==> src/rtl/hazard_control_unit.sv <==
// Hazard controller for the RV32 DE pipeline register: stalls, flushes and EX forwarding selects.
// Optional performance counters are enabled by defining HAZARD_PERF_CNT_EN.
module hazard_control_unit #(
  parameter int unsigned REDIRECT_HOLD = 1
) (
  input  logic        clk_i,
  input  logic        rst_i,
  input  logic [4:0]  id_rs1_i,
  input  logic [4:0]  id_rs2_i,
  input  logic        id_uses_rs1_i,
  input  logic        id_uses_rs2_i,
  input  logic [4:0]  de_rs1_i,
  input  logic [4:0]  de_rs2_i,
  input  logic [4:0]  de_rd_i,
  input  logic        de_mem_read_i,
  input  logic [4:0]  em_rd_i,
  input  logic        em_reg_write_i,
  input  logic [4:0]  mw_rd_i,
  input  logic        mw_reg_write_i,
  input  logic        ex_redirect_i,
  input  logic        dmem_busy_i,
  output logic        pc_stall_o,
  output logic        fd_stall_o,
  output logic        de_stall_o,
  output logic        em_stall_o,
  output logic        fd_flush_o,
  output logic        de_flush_o,
  output logic [1:0]  fwd_a_sel_o,
  output logic [1:0]  fwd_b_sel_o,
  output logic [1:0]  state_o,
  output logic [15:0] stall_cycles_o,
  output logic [15:0] flush_events_o
);

  localparam logic [1:0] ST_RUN      = 2'd0;
  localparam logic [1:0] ST_MEM_WAIT = 2'd1;
  localparam logic [1:0] ST_REDIRECT = 2'd2;
  localparam logic [2:0] HOLD_INIT   = REDIRECT_HOLD[2:0];
  localparam logic       HOLD_EN     = (REDIRECT_HOLD != 32'd0);
  localparam logic [1:0] REDIR_NEXT  = HOLD_EN ? ST_REDIRECT : ST_RUN;

  logic [1:0] state_r, state_nxt_s;
  logic [2:0] hold_cnt_r, hold_nxt_s;
  logic       pend_r, pend_nxt_s;
  logic       lu_s;
  logic       pc_stall_s, fd_stall_s, de_stall_s, em_stall_s, fd_flush_s, de_flush_s;

  function automatic logic [1:0] fwd_sel(input logic [4:0] rs, input logic [4:0] em_rd,
                                         input logic em_we, input logic [4:0] mw_rd,
                                         input logic mw_we);
    if (em_we && (em_rd != 5'd0) && (em_rd == rs)) begin
      return 2'b01;
    end else if (mw_we && (mw_rd != 5'd0) && (mw_rd == rs)) begin
      return 2'b10;
    end else begin
      return 2'b00;
    end
  endfunction

  assign fwd_a_sel_o = fwd_sel(de_rs1_i, em_rd_i, em_reg_write_i, mw_rd_i, mw_reg_write_i);
  assign fwd_b_sel_o = fwd_sel(de_rs2_i, em_rd_i, em_reg_write_i, mw_rd_i, mw_reg_write_i);

  assign lu_s = de_mem_read_i && (de_rd_i != 5'd0) &&
                ((id_uses_rs1_i && (id_rs1_i == de_rd_i)) ||
                 (id_uses_rs2_i && (id_rs2_i == de_rd_i)));

  // Control decode and next-state selection; priority is dmem_busy > redirect > load-use.
  always_comb begin
    pc_stall_s  = 1'b0;
    fd_stall_s  = 1'b0;
    de_stall_s  = 1'b0;
    em_stall_s  = 1'b0;
    fd_flush_s  = 1'b0;
    de_flush_s  = 1'b0;
    state_nxt_s = state_r;
    hold_nxt_s  = hold_cnt_r;
    pend_nxt_s  = pend_r;
    case (state_r)
      ST_RUN, ST_MEM_WAIT: begin
        if (dmem_busy_i) begin
          {pc_stall_s, fd_stall_s, de_stall_s, em_stall_s} = 4'b1111;
          state_nxt_s = ST_MEM_WAIT;
          pend_nxt_s  = pend_r | ex_redirect_i;
        end else if (ex_redirect_i || pend_r) begin
          fd_flush_s  = 1'b1;
          de_flush_s  = 1'b1;
          pend_nxt_s  = 1'b0;
          state_nxt_s = REDIR_NEXT;
          hold_nxt_s  = HOLD_INIT;
        end else begin
          pc_stall_s  = lu_s;
          fd_stall_s  = lu_s;
          de_flush_s  = lu_s;
          state_nxt_s = ST_RUN;
        end
      end
      ST_REDIRECT: begin
        if (dmem_busy_i) begin
          {pc_stall_s, fd_stall_s, de_stall_s, em_stall_s} = 4'b1111;
        end else if (hold_cnt_r <= 3'd1) begin
          fd_flush_s  = 1'b1;
          state_nxt_s = ST_RUN;
          hold_nxt_s  = 3'd0;
        end else begin
          fd_flush_s  = 1'b1;
          hold_nxt_s  = hold_cnt_r - 3'd1;
        end
      end
      default: begin
        state_nxt_s = ST_RUN;
        hold_nxt_s  = 3'd0;
        pend_nxt_s  = 1'b0;
      end
    endcase
  end

  // FSM state, redirect hold counter and deferred-redirect flag.
  always_ff @(posedge clk_i or posedge rst_i) begin
    if (rst_i) begin
      state_r    <= ST_RUN;
      hold_cnt_r <= 3'd0;
      pend_r     <= 1'b0;
    end else begin
      state_r    <= state_nxt_s;
      hold_cnt_r <= hold_nxt_s;
      pend_r     <= pend_nxt_s;
    end
  end

  // Controls are forced quiet while reset is held, even though the inputs may still be active.
  assign pc_stall_o = pc_stall_s & ~rst_i;
  assign fd_stall_o = fd_stall_s & ~rst_i;
  assign de_stall_o = de_stall_s & ~rst_i;
  assign em_stall_o = em_stall_s & ~rst_i;
  assign fd_flush_o = fd_flush_s & ~rst_i;
  assign de_flush_o = de_flush_s & ~rst_i;
  assign state_o    = state_r;

`ifdef HAZARD_PERF_CNT_EN
  logic [15:0] stall_cycles_r, flush_events_r;

  // Saturating performance counters; a redirect is the only action flushing both IF/ID and DE.
  always_ff @(posedge clk_i or posedge rst_i) begin
    if (rst_i) begin
      stall_cycles_r <= 16'd0;
      flush_events_r <= 16'd0;
    end else begin
      if (pc_stall_o && (stall_cycles_r != 16'hFFFF)) begin
        stall_cycles_r <= stall_cycles_r + 16'd1;
      end else begin
        stall_cycles_r <= stall_cycles_r;
      end
      if (fd_flush_o && de_flush_o && (flush_events_r != 16'hFFFF)) begin
        flush_events_r <= flush_events_r + 16'd1;
      end else begin
        flush_events_r <= flush_events_r;
      end
    end
  end

  assign stall_cycles_o = stall_cycles_r;
  assign flush_events_o = flush_events_r;
`else
  assign stall_cycles_o = 16'd0;
  assign flush_events_o = 16'd0;
`endif

endmodule

==> config.mk <==
export PLATFORM = sky130hd
export DESIGN_NAME = hazard_control_unit
export DESIGN_NICKNAME = d
export VERILOG_FILES = /design/src/rtl/hazard_control_unit.sv
export SDC_FILE = /design/constraint.sdc
export NUM_CORES = 1
export LEC_CHECK = 0
export BUFFER_PORTS_ARGS = -buffer_cell sky130_fd_sc_hd__buf_2
export CORE_UTILIZATION = 23
export CTS_CLUSTER_SIZE = 24
export DETAILED_ROUTE_END_ITERATION = 16
export SKIP_CTS_REPAIR_TIMING = 1
export SLEW_MARGIN = 0
export SYNTH_ARGS = -nofsm -noshare
export SYNTH_HDL_FRONTEND = slang
export SYNTH_SLANG_ARGS = --single-unit
==> constraint.sdc <==
create_clock -name clk_i -period 3.5 [get_ports clk_i]
set_input_delay 0.525 -clock clk_i [delete_from_list [all_inputs] [get_ports clk_i]]
set_output_delay 0.525 -clock clk_i [all_outputs]
set_load 0.01 [all_outputs]
==> reports/qor.txt <==
Mapped Cells: 126
Reported max-cap violation count: 0
Crit path max fanout: 3
Run status: completed
Dpl hpwl: 1910 um
Die H: 69.2 um
Syn avg cell area: 8.24 um^2
Core area: 0.00435 mm^2
Initial DRC Count: 3
Maximum buffer depth of the clock tree: 2
DRT Pass-1 Iters: 3
Io pins: 88
CP endpoint kind: primary output
Final hold vios: 0
Min-Delay Path Class: in2async
Fillers: 454
Layout cells sized above 1: 36.1%
Area Overhead vs Synth: 23.0%
#FFs+latches synth: 6
Slew Limit Fails: 0
Min cycle time layout: 2.38 ns
Global-route wire length before repair: 3390 um
Post-route DRC: 0
Final period utilization: 67.9%
H-tree lvl count: 1
CTS clk-pin slew, worst paths: 0.04 ns
Clk Tree Root Cell: clkbuf_8
DR vias: 953
Largest net degree at the start of global routing: 13
Initial antenna violation count: 0
GRT overflow: 0
Pwr dens: 363 mW/mm^2
Final setup fails: 0
Placer Congestion: 0.894
Clk sink count: 6
Crit path required time: 2.97 ns
Sum Neg Setup Slack: 0 ns
Setup CP Type: in2out
Die ar.: 0.00479 mm^2
Chip Width: 69.2 um
Wire length per cell: 9.08 um
Seq/Total Area, Yosys: 14.5%
Final worst clock skew: 0.00121 ns
Initial Util: 23.9%
Startpoint Class: input pin
DP Worst Slack: 1.11 ns
Cell Area, Synth: 0.00104 mm^2
Total Power: 464 uW
RSZ-0062 raised after global routing: no
Number of port buffers: 55
Max-Slew Margin vs Limit: 66.7%
N_diodes: 0
CTS tree: yes
Clock latency on the worst-skew pair: 0.22 ns
Max Clk Rate: 421 MHz
YS warnings: 0
Worst R2R Setup Slack: 1.88 ns
Register area: 150 um^2
Via density: 4.11
Final ANT Viol Nets: 0
Lkg Pwr: 0.000649 uW
Smallest hold slack: 0.253 ns
Multi-input logic area: 719 um^2
Total GRT Usage: 8.64%
Total wire length: 2110 um
VDD IR max: 0.308 mV
Number of global-route vias before repair: 809
Slew at the pin with the worst max-slew slack: 0.494 ns
Final net count: 228
CTS Buf Count: 3
Final worst slack: 1.12 ns
Arrival @ worst endpoint: 1.85 ns
Site row count: 24
Distinct cells, synth: 35
path summary, 6_finish.rpt:
| kind | endpoint | cells after the start | startpoint |
|---|---|---|---|
| worst max-delay path | fwd_a_sel_o[1] | 6 | em_rd_i[1] |
| worst min-delay path | hold_cnt_r[2]$_DFFE_PP0P_ | 2 | rst_i |
| worst max register to register | hold_cnt_r[2]$_DFFE_PP0P_ | 4 | hold_cnt_r[0]$_DFFE_PP0P_ |
| worst min register to register | hold_cnt_r[2]$_DFFE_PP0P_ | 1 | hold_cnt_r[2]$_DFFE_PP0P_ |
| max in group asynchronous | hold_cnt_r[1]$_DFFE_PP0P_ | 2 | rst_i |
| min in group clk_i | hold_cnt_r[2]$_DFFE_PP0P_ | 1 | hold_cnt_r[2]$_DFFE_PP0P_ |
routing by layer:
layer / share of wire, % / track usage [%] / vias up / routed length, um
met3: 4.2 / 0.872 / 4 / 88
li1: - / - / 482 / -
met2: 52 / 15.2 / 43 / 1090
met4: 1.8 / 4.08 / 0 / 38
met1: 42 / 10.5 / 424 / 888
met5: 0 / 0 / - / 0
critical path, cell delays in order:
cell,delay (ns)
buf_2,0.12
or4_4,0.53
o21ai_2,0.14
nor4_1,0.10
nor4_2,0.27
buf_2,0.17
cell type report:
cell class,instances,area share (%)
sequential,6,11.8
inverter,7,2.06
tap,52,5.09
timing repair buffer,55,21.5
multi-input combinational,109,56.3
clock buffer,3,3.23
cells in the mapped netlist:
| cell type | instances | share of area, % |
|---|---|---|
| and2_0 | 1 | 0.60 |
| nor4_1 | 4 | 2.4 |
| o22ai_1 | 3 | 1.8 |
| buf_4 | 34 | 25 |
| o21bai_1 | 1 | 0.72 |
| a21o_1 | 1 | 0.72 |
| o21ai_2 | 1 | 0.84 |
| nand3b_1 | 1 | 0.72 |
| or4_4 | 1 | 1.1 |
| nor2_1 | 3 | 1.1 |
| xnor2_1 | 8 | 6.7 |
| ha_1 | 2 | 2.4 |
| o31ai_1 | 1 | 0.72 |
| nand2_1 | 3 | 1.1 |
| o21a_1 | 1 | 0.72 |
| or4_1 | 4 | 2.9 |
| xor2_1 | 22 | 19 |
| o41ai_1 | 1 | 0.84 |
| a211oi_1 | 2 | 1.4 |
| o31a_1 | 1 | 0.84 |
| a2111oi_0 | 1 | 0.84 |
| nand3_1 | 4 | 1.9 |
| inv_1 | 7 | 2.5 |
| or2_2 | 1 | 0.60 |
| a32o_1 | 1 | 0.96 |
| clkbuf_1 | 1 | 0.36 |
| dfrtp_1 | 6 | 14 |
| o21ai_0 | 2 | 0.96 |
| nor3_1 | 1 | 0.48 |
| o21ba_2 | 1 | 0.96 |
| a32oi_1 | 1 | 0.84 |
| or4b_2 | 1 | 0.96 |
| o21ai_1 | 1 | 0.48 |
| conb_1 | 1 | 0.36 |
| nor4_2 | 2 | 2.4 |
placed cells by master (no fill, tap or decap), drive strengths merged, types with 2 or more instances in the layout:
cell type | Yosys | routed
a211oi | 2 | 2
ha | 2 | 2
xnor2 | 8 | 8
o22ai | 3 | 3
nand2 | 3 | 3
nor4 | 6 | 6
o21ai | 4 | 4
conb | 1 | 32
buf | 34 | 55
xor2 | 22 | 22
nor2 | 3 | 3
nand3 | 4 | 4
dfrtp | 6 | 6
or4 | 5 | 5
inv | 7 | 7
clkbuf | 1 | 3
power breakdown:
part | internal, uW | leakage, uW | switching, uW
Clock | 73.7 | 0.0000216 | 27.7
Combinational | 103 | 0.000550 | 125
Sequential | 95.6 | 0.0000773 | 38.5
Total | 272 | 0.000649 | 192
logic make-up after synthesis:
| logic type | count (synthesis) | synth area share (%) |
|---|---|---|
| AND/OR/NAND/NOR | 26 | 16.3 |
| XOR/XNOR | 30 | 25.3 |
| buffers and inverters | 42 | 27.5 |
| AO/OA/AOI/OAI | 19 | 13.7 |
| flip-flops | 6 | 14.5 |
| adder cells (fa/ha/maj) | 2 | 2.41 |
| other | 1 | 0.361 |
sequential cells by signal, summed over array words and instances, names as in the netlist:
signal	cells
state_o	2
pend_r	1
hold_cnt_r	3
per-stage QoR:
step	instance area, um^2	utilization [%]	cells
floorplan	1150	-	157
detailed placement	1240	28.4	229
CTS	1280	29.3	232
global placement	1240	28.4	229
global route	1280	29.3	232
finish	1280	29.3	232
No activity file was read; power rests on OpenSTA's default activity.
